## config.mk

```make
export PLATFORM = sky130hd
export DESIGN_NAME = score_counter
export DESIGN_NICKNAME = d
export VERILOG_FILES = /design/src/rtl/score_counter.sv
export SDC_FILE = /design/constraint.sdc
export NUM_CORES = 1
export LEC_CHECK = 0
export CORE_ASPECT_RATIO = 1.2
export CORE_MARGIN = 2
export CORE_UTILIZATION = 45
export CTS_CLUSTER_SIZE = 25
export DETAILED_ROUTE_END_ITERATION = 10
export DONT_BUFFER_PORTS = 1
export SLEW_MARGIN = 20
export SYNTH_ARGS = -nofsm -noshare
export SYNTH_HDL_FRONTEND = slang
export SYNTH_SLANG_ARGS = --single-unit
```

## constraint.sdc

```tcl
create_clock -name clk -period 3.3 [get_ports clk]
set_input_delay 0.495 -clock clk [delete_from_list [all_inputs] [get_ports clk]]
set_output_delay 0.495 -clock clk [all_outputs]
set_load 0.1 [all_outputs]
```

## src/rtl/score_counter.sv

```systemverilog
// score_counter: counts obstacles cleared during a run. It keeps the binary
// score with a matching BCD copy and a session high score. Every output is a
// register. The high score is cleared only by reset.
module score_counter #(
    parameter int MAX_SCORE = 99
) (
    input  logic       clk,
    input  logic       reset,
    input  logic [2:0] game_state,
    input  logic       obstacle_passed,
    output logic [6:0] score,
    output logic [3:0] score_tens,
    output logic [3:0] score_ones,
    output logic       score_tick,
    output logic [6:0] high_score,
    output logic       new_high
);

    localparam logic [6:0] MAX_VAL = 7'(MAX_SCORE);
    localparam int         NUM_DIGITS = 2;

    // Decoded game state. Codes 4..7 fold into IDLE.
    typedef enum logic [1:0] {
        ST_IDLE = 2'd0,
        ST_RUN  = 2'd1,
        ST_OVER = 2'd2,
        ST_WIN  = 2'd3
    } game_t;

    game_t                        state_now;
    game_t                        state_q_reg;
    logic                         obs_q_reg;
    logic [6:0]                   score_reg,  score_next;
    logic [NUM_DIGITS-1:0][3:0]   digit_reg,  digit_next;
    logic                         tick_reg,   tick_next;
    logic [6:0]                   high_reg,   high_next;
    logic                         new_high_reg, new_high_next;

    logic                         obs_rise;
    logic                         clear;
    logic                         inc;
    logic [NUM_DIGITS:0]          carry;

    // Map the raw 3-bit state code onto the four states this block cares about.
    always_comb begin
        state_now = ST_IDLE;
        case (game_state)
            3'd1:    state_now = ST_RUN;
            3'd2:    state_now = ST_OVER;
            3'd3:    state_now = ST_WIN;
            default: state_now = ST_IDLE;
        endcase
    end

    // A level held high counts once. Only its first high sample is an event.
    assign obs_rise = obstacle_passed && !obs_q_reg;
    // IDLE clears the score every cycle and wins over an increment.
    assign clear    = (state_now == ST_IDLE);
    // Only a live RUN cycle counts. Saturation blocks the increment and the tick.
    assign inc      = !clear && obs_rise && (state_now == ST_RUN) && (score_reg < MAX_VAL);

    // Binary score, score tick and high-score update.
    always_comb begin
        score_next    = score_reg;
        tick_next     = 1'b0;
        high_next     = high_reg;
        new_high_next = 1'b0;

        if (clear) begin
            score_next = '0;
        end else if (inc) begin
            score_next = score_reg + 7'd1;
            tick_next  = 1'b1;
        end

        // Leaving RUN compares the registered score. A strictly greater score
        // replaces the best. A tie keeps the old value and does not pulse.
        if ((state_q_reg == ST_RUN) && (state_now != ST_RUN) && (score_reg > high_reg)) begin
            high_next     = score_reg;
            new_high_next = 1'b1;
        end
    end

    // The BCD digits form a ripple chain. Each digit steps when the carry into
    // it is set, and a digit at 9 wraps to 0 and passes the carry on.
    assign carry[0] = inc;

    generate
        for (genvar gi = 0; gi < NUM_DIGITS; gi++) begin : g_digit
            assign carry[gi+1] = carry[gi] && (digit_reg[gi] == 4'd9);

            // One BCD digit: clear, hold, or step with wrap at 9.
            always_comb begin
                digit_next[gi] = digit_reg[gi];
                if (clear) begin
                    digit_next[gi] = 4'd0;
                end else if (carry[gi]) begin
                    if (digit_reg[gi] == 4'd9) begin
                        digit_next[gi] = 4'd0;
                    end else begin
                        digit_next[gi] = digit_reg[gi] + 4'd1;
                    end
                end
            end
        end
    endgenerate

    // State register. Reset is synchronous and active-low.
    always_ff @(posedge clk) begin
        if (!reset) begin
            obs_q_reg    <= 1'b0;
            state_q_reg  <= ST_IDLE;
            score_reg    <= '0;
            digit_reg    <= '0;
            tick_reg     <= 1'b0;
            high_reg     <= '0;
            new_high_reg <= 1'b0;
        end else begin
            obs_q_reg    <= obstacle_passed;
            state_q_reg  <= state_now;
            score_reg    <= score_next;
            digit_reg    <= digit_next;
            tick_reg     <= tick_next;
            high_reg     <= high_next;
            new_high_reg <= new_high_next;
        end
    end

    assign score      = score_reg;
    assign score_tens = digit_reg[1];
    assign score_ones = digit_reg[0];
    assign score_tick = tick_reg;
    assign high_score = high_reg;
    assign new_high   = new_high_reg;

endmodule
```

### Yosys cells after proc, flatten, opt, wreduce, memory -nomap -nowiden

Cells that the tools add are included.

* add/sub/neg operators: 3
* $lt $le $gt $ge: 2
* equal/unequal tests: 8
* muxes and demuxes: 5
* bitwise logic cells: 1
* reductions and logical operators: 11

Operators with widths (count)
* $add 4x1->4 const B: 2
* $eq 4x4->1 const B: 2
* $mux 4: 2
* $add 7x1->7 const B: 1
* $gt 7x7->1: 1
* $logic_and 1x1->1: 7
* $lt 7x7->1 const B: 1
* $eq 3x2->1 const B: 2
* $pmux 2 s3: 1
* $eq 2x1->1 const B: 2
* $eq 3x1->1 const B: 1
* $logic_not 1->1: 2
* $logic_not 2->1: 1
* $mux 1: 2
* $ne 2x1->1 const B: 1
* $reduce_or 2->1: 1
* $not 1->1: 1

* bits in registers: 27
* input bits: 6
* output and inout bits: 24
* logic and storage cells: 38

### Logic depth before layout (Yosys ltp)

Gate-level depths: netlist of the first run.

* word-level depth: 8
* mapped depth: 7
* mapped depth without buffers: 6

### Worst setup path before layout of the first run

No wires, ideal clock.

* path type: reg-to-reg
* start: reg score_reg[4] (netlist: score[4])
* end: reg new_high_reg (netlist: new_high)
* library setup time: 0.115 ns
* arrival: 2.484 ns
* required time: 3.185 ns
* path slack: 0.701 ns
* stages on the path, launching flop included: 7
* buffers on the path: 1
* clock period less this slack: 2.599 ns
* cell sequence: dfxtp_1 > ha_1 > and4_1 > a21boi_0 > o311a_1 > clkbuf_1 > and2_1

* longest elaborated chain between the ends: 3

Ends and longest elaborated chain
* from (decl): RTL line 33 `logic [6:0] score_reg, score_next;`
* from (signal assigned): RTL line 121 `score_reg <= score_next;`
* $gt 7x7->1: RTL line 78 `if ((state_q_reg == ST_RUN) && (state_now != ST_RUN) && (score_reg > high_reg)) begin`
* $logic_and 1x1->1: RTL line 78
* $mux 1: RTL line 78
* to (signal assigned): RTL line 125 `new_high_reg <= new_high_next;`
* to (decl): RTL line 37 `logic new_high_reg, new_high_next;`

No other way between the ends.
A chain may end at the register's enable or synchronous reset.

### Worst setup path after layout of the first run

* start: reg digit_reg (netlist bit score_ones[1])
* end: reg digit_reg (netlist bit score_tens[1])

* longest elaborated chain between the ends: 2

Ends and longest elaborated chain
* from (decl): RTL line 34 `logic [NUM_DIGITS-1:0][3:0] digit_reg, digit_next;`
* from (signal assigned): RTL line 122 `digit_reg <= digit_next;`
* $eq 4x4->1: RTL line 90 `assign carry[gi+1] = carry[gi] && (digit_reg[gi] == 4'd9);`
* $logic_and 1x1->1: RTL line 90

No other way between the ends.

==> results of run 1 <==
## cell usage in the layout, fill, tap and decap left out, types with 2 or more instances in the layout
master      n
ha_1        8
or3_1       2
nor2_1      9
dfxtp_1    27
nand2_1    22
o31ai_1     2
clkbuf_4    3
buf_4      19
nand4_1     3
a21oi_1     7
and2_1      7
inv_1      10
xor2_1      3
o21ai_0     8
nand2b_1    2
a211oi_1    2
o2111ai_1   3
nor2b_1     2
mux2i_1     9
nand3b_1    2
or4_1       3
## through the flow
stage / util [%] / cells / area (um^2) / power [W]
5_1_grt: 55.2 / 206 / 1570 / 0.000507
6_report: 55.2 / 206 / 1570 / 0.000490
2_1_floorplan: - / 153 / 1370 / 0.000351
4_1_cts: 55.2 / 206 / 1570 / 0.000495
3_5_place_dp: 54.3 / 202 / 1540 / 0.000353
3_3_place_gp: 54.3 / 202 / 1540 / 0.000353
## kinds of logic after synthesis
family / Yosys count
multiplexers: 9
flip-flops: 27
AO/OA/AOI/OAI: 29
buffers and inverters: 14
AND/OR/NAND/NOR: 62
adder cells (fa/ha/maj): 8
XOR/XNOR: 4
## per-layer routing
metal	part of all wire [%]	routed length, um	up-vias
met1	44	1270	508
li1	-	-	577
met2	50	1430	25
met5	0	0	-
met3	3.8	109	7
met4	2.3	67	0
## final cells by class
class	count	area, um^2	area share (%)
Clock buffer	4	26.3	1.68
Timing Repair Buffer	19	143	9.10
Sequential cell	27	541	34.5
Tap cell	34	42.5	2.71
Multi-Input combinational cell	112	778	49.6
Inverter	10	37.5	2.39
## power groups by stage
stage	clock network [W]	logic, W	registers (W)
global route	0.000159	0.0000181	0.000330
global placement	0	0.0000166	0.000336
floorplan	0	0.0000132	0.000338
detailed placement	0	0.0000169	0.000336
finish	0.000144	0.0000167	0.000329
CTS	0.000149	0.0000169	0.000329
## worst paths after layout
path	to	slack (ns)	cells after the start
worst max-delay path	score_tens[1]	1.04	4
worst min-delay path	state_q_reg[0]	0.28	1
worst max register to register	score_tens[1]	1.04	4
worst min register to register	score[4]	0.57	2
==> metrics.csv, run 1 <==
metric,value,unit
area of the mapped netlist,0.00137,mm^2
Post-synth EDFFs,0,
RR Startpoint,score_ones[1],
# clock sinks,27,
Synth area leader,dfxtp_1,
Comb power frac,3.4,%
max_cap viols,0,
DRC violations left,0,
RSZ-0062 raised after global routing,false,
crit-path max cell delay,0.68,ns
global route overflow,0,
achievable frequency,0.442,GHz
final hold violation count,0,
post-synth cell types,38,
Worst Path Required,3.56,ns
worst slew pin tran,1.06,ns
Post-Synth Simple-Gate Area,24.2,%
routed vias/inst,5.42,
fill cell total of the finished layout,257,
post-synthesis compound-gate area fraction,16.1,%
Min Hold Slack,0.279,ns
Max H-tree Level,1,
Root Driver,clkbuf_4,
commonest cells in the netlist,"dfxtp_1, nand2_1, inv_1, mux2i_1, nor2_1",
Area growth syn-to-layout,14.3,%
Leak,0.588,nW
mux contribution to synthesized area,6.57,%
die width,54.4,um
critical path's slowest cell,dfxtp_1,
WS Path Type,flip-flop to flip-flop,
Crit. Startpoint,score_ones[1],
Final GP Congestion,0.785,
post-cts resize count,0,
Total Routed Length,2880,um
max-slew violation count,0,
WP buf/inv,0,
Avg WL per Cell,14.0,um
synth warn,0,
Routed Antenna Nets,0,
post-synth top area share,39.4,%
clk_lat worst skew,0.32,ns
Final min period,2.26,ns
Clock Skew,0.00491,ns
"Avg Cell Area, Syn",8.96,um^2
largest net degree at the start of global routing,18,
Crit path max-delay family,simple AND/OR/NAND/NOR gates,
post-DP HPWL,2170,um
Total GRT Usage,18.2,%
fin crit share,68.6,%
met3 usage,2.76,%
GR peak layer,met2,
Synth async-reset ratio,0,%
number of iterations in the first detailed-routing pass,3,
count of final setup violators,0,
CTS tree,yes,
input/output buffers,0,
"Seq/Total Area, Yosys",39.4,%
Die Ht,64.5,um
Setup crit end kind,flip-flop,
CORE AREA,0.00284,mm^2
# diodes,0,
DR iter-0 viols,23,
CP arrival,2.53,ns
Cells after Synth,153,
layout cells sized above 1,15.7,%
num rows,21,
clock slew at reported path FFs,0.15,ns
Clock power frac,29.4,%
Syn Nets,167,
post-route setup TNS,0,ns
nets,187,
largest family of logic cells by synthesized area,simple AND/OR/NAND/NOR gates,
Max-slew headroom,29.3,%
final worst slack,1.04,ns
M1 GR Usage,21.4,%
initial core utilization,48.3,%
I/O pin cnt,30,
min-delay src,game_state[0],
maximum fanout along the worst path,4,
top-count cell post-synth,dfxtp_1,
Seq pwr share,67.2,%
Net Sw Frac,22.3,%
cts hold-fix bufs,0,
Post-CTS Setup Bufs,0,
synth top area cells,"dfxtp_1, ha_1, mux2i_1, nand2_1, and2_1",
Synth Area in Adders,7.30,%
die footprint,0.00351,mm^2
"FF+latch count, synth",27,
path type of the worst min-delay path,primary input to flip-flop,
Global Route met2 Usage,31.6,%
TritonCTS buffer count,3,
clock tree buffer depth,2,
Setup crit start kind,flip-flop,
Int Power,0.000381,W
"worst slack, placed",1.05,ns
"Cell Chain, Critical Path",nor4bb_1 -> nand2_1 -> or4_1 -> a21oi_1,
Post-Synth XOR/XNOR Area,2.55,%
Switch Pwr,0.000109,W
via count,1117,
"Primary FF master, synth",dfxtp_1,
vias in the first global route,1143,
first-pass GRT wire length,4800,um
initial antenna violation count,0,
VDD IR max,0.000206,V
status,completed,
PwrDens,313,mW/mm^2
Note: power is estimated with default switching activity, not from simulation.
==> run 2: changes to the inputs <==
clock period = 2.2 ns   (was 3.3 ns; I/O delays follow)
==> metrics.csv, run 2 (synthesis gave the netlist of run 1 again) <==
metric,value,unit
status,completed,
achievable frequency,0.538,GHz
PwrDens,457,mW/mm^2
# diodes,0,
Final GP Congestion,0.796,
Area growth syn-to-layout,19.3,%
# clock sinks,27,
Leak,0.628,nW
first-pass GRT wire length,4860,um
num rows,21,
VDD IR max,0.000266,V
Power Total,0.000748,W
clk_lat worst skew,0.34,ns
Final Cell Area,0.00164,mm^2
placed cell areas,0.00161,mm^2
Setup crit end kind,flip-flop,
Hold Crit Endpoint,obs_q_reg,
initial core utilization,48.3,%
Min Hold Slack,0.0982,ns
CTS tree,yes,
Routed Antenna Nets,0,
clock tree buffer depth,2,
vias in the first global route,1193,
R2R depth,5,
via count,1161,
placed cell count,208,
post-cts resize count,0,
fin cells,212,
I/O pin cnt,30,
TritonCTS buffer count,3,
Max H-tree Level,1,
max_cap viols,0,
layout cells sized above 1,27.5,%
Total GRT Usage,18.8,%
maximum fanout along the worst path,8,
path type of the worst min-delay path,primary input to flip-flop,
DR iter-0 viols,29,
WS Path Type,flip-flop to flip-flop,
Die Ht,64.5,um
Post-CTS Setup Bufs,0,
Total Routed Length,2940,um
Setup crit start kind,flip-flop,
RR Startpoint,score[4],
initial antenna violation count,0,
Root Driver,clkbuf_4,
largest net degree at the start of global routing,18,
CP arrival,2.14,ns
Clock Skew,0.00875,ns
reg2reg end,high_score[2],
final hold violation count,0,
DRC violations left,0,
clock slew at reported path FFs,0.16,ns
WHS Path Cells,1,
die footprint,0.00351,mm^2
Max-slew headroom,62.4,%
RSZ-0062 raised after global routing,false,
die width,54.4,um
cts hold-fix bufs,0,
Avg WL per Cell,13.8,um
CORE AREA,0.00284,mm^2
min-delay src,obstacle_passed,
routed vias/inst,5.48,
"commonest cells after routing, fill and taps aside","buf_4, nand2_1, dfxtp_2, dfxtp_1, inv_1",
input/output buffers,0,
post-route setup TNS,0,ns
Final min period,1.86,ns
"leading cell type in the layout, fill and taps excluded",buf_4,
nets,193,
global route overflow,0,
max-slew violation count,0,
r2r setup slk,0.34,ns
worst slew pin tran,0.561,ns
count of final setup violators,0,
number of iterations in the first detailed-routing pass,4,
fin crit share,84.5,%
Worst Path Required,2.48,ns
post-DP HPWL,2330,um
run 2: power breakdown:
group	leakage (nW)	total, W	internal (W)	switching, W
combinational	0.388	0.0000260	0.00000823	0.0000178
clock	0.0139	0.000229	0.0000699	0.000159
sequential	0.226	0.000493	0.000492	0.000000889
total	0.628	0.000748	0.000570	0.000178
run 2: critical path: stages, from the launching register on:
cell      delay [ns]
dfxtp_2         0.38
ha_1            0.30
and4_1          0.21
a21boi_0        0.20
o311a_1         0.46
mux2i_1         0.24
run 2: final cells by class:
cell class	count	area, um^2
clock buffer	3	22.5
clock inverter	1	7.51
fill	271	1200
inverter	10	37.5
multi-input combinational	112	778
sequential	27	559
tap	34	42.5
timing repair buffer	25	188
run 2: stage by stage:
step                      setup slack [ns]  utilization (%)
after global routing                 0.169             57.6
after floorplan                    -0.0308                -
final                                0.342             57.6
after CTS                            0.318             57.6
after detailed placement             0.341             56.6
after global placement               0.417             56.6
run 2: how the worst max path moves through the flow:
stage | depth (start not counted) | slack, ns | endpoint | start
2_1_floorplan | 6 | -0.03 | new_high | high_score[0]
3_3_place_gp | 5 | 0.42 | new_high | score[4]
3_5_place_dp | 5 | 0.34 | high_score[2] | score[4]
4_1_cts | 5 | 0.32 | high_score[6] | score[4]
5_1_grt | 4 | 0.17 | score[4] | score[2]
6_report | 5 | 0.34 | high_score[2] | score[4]
run 2: metal layers:
| metal | global-route usage [%] | vias to the layer above | part of all wire (%) |
|---|---|---|---|
| met5 | 0 | - | 0 |
| met4 | 7.50 | 0 | 1.9 |
| met3 | 2.30 | 5 | 3.3 |
| met2 | 35.1 | 20 | 52 |
| met1 | 20.3 | 543 | 43 |
| li1 | - | 593 | - |
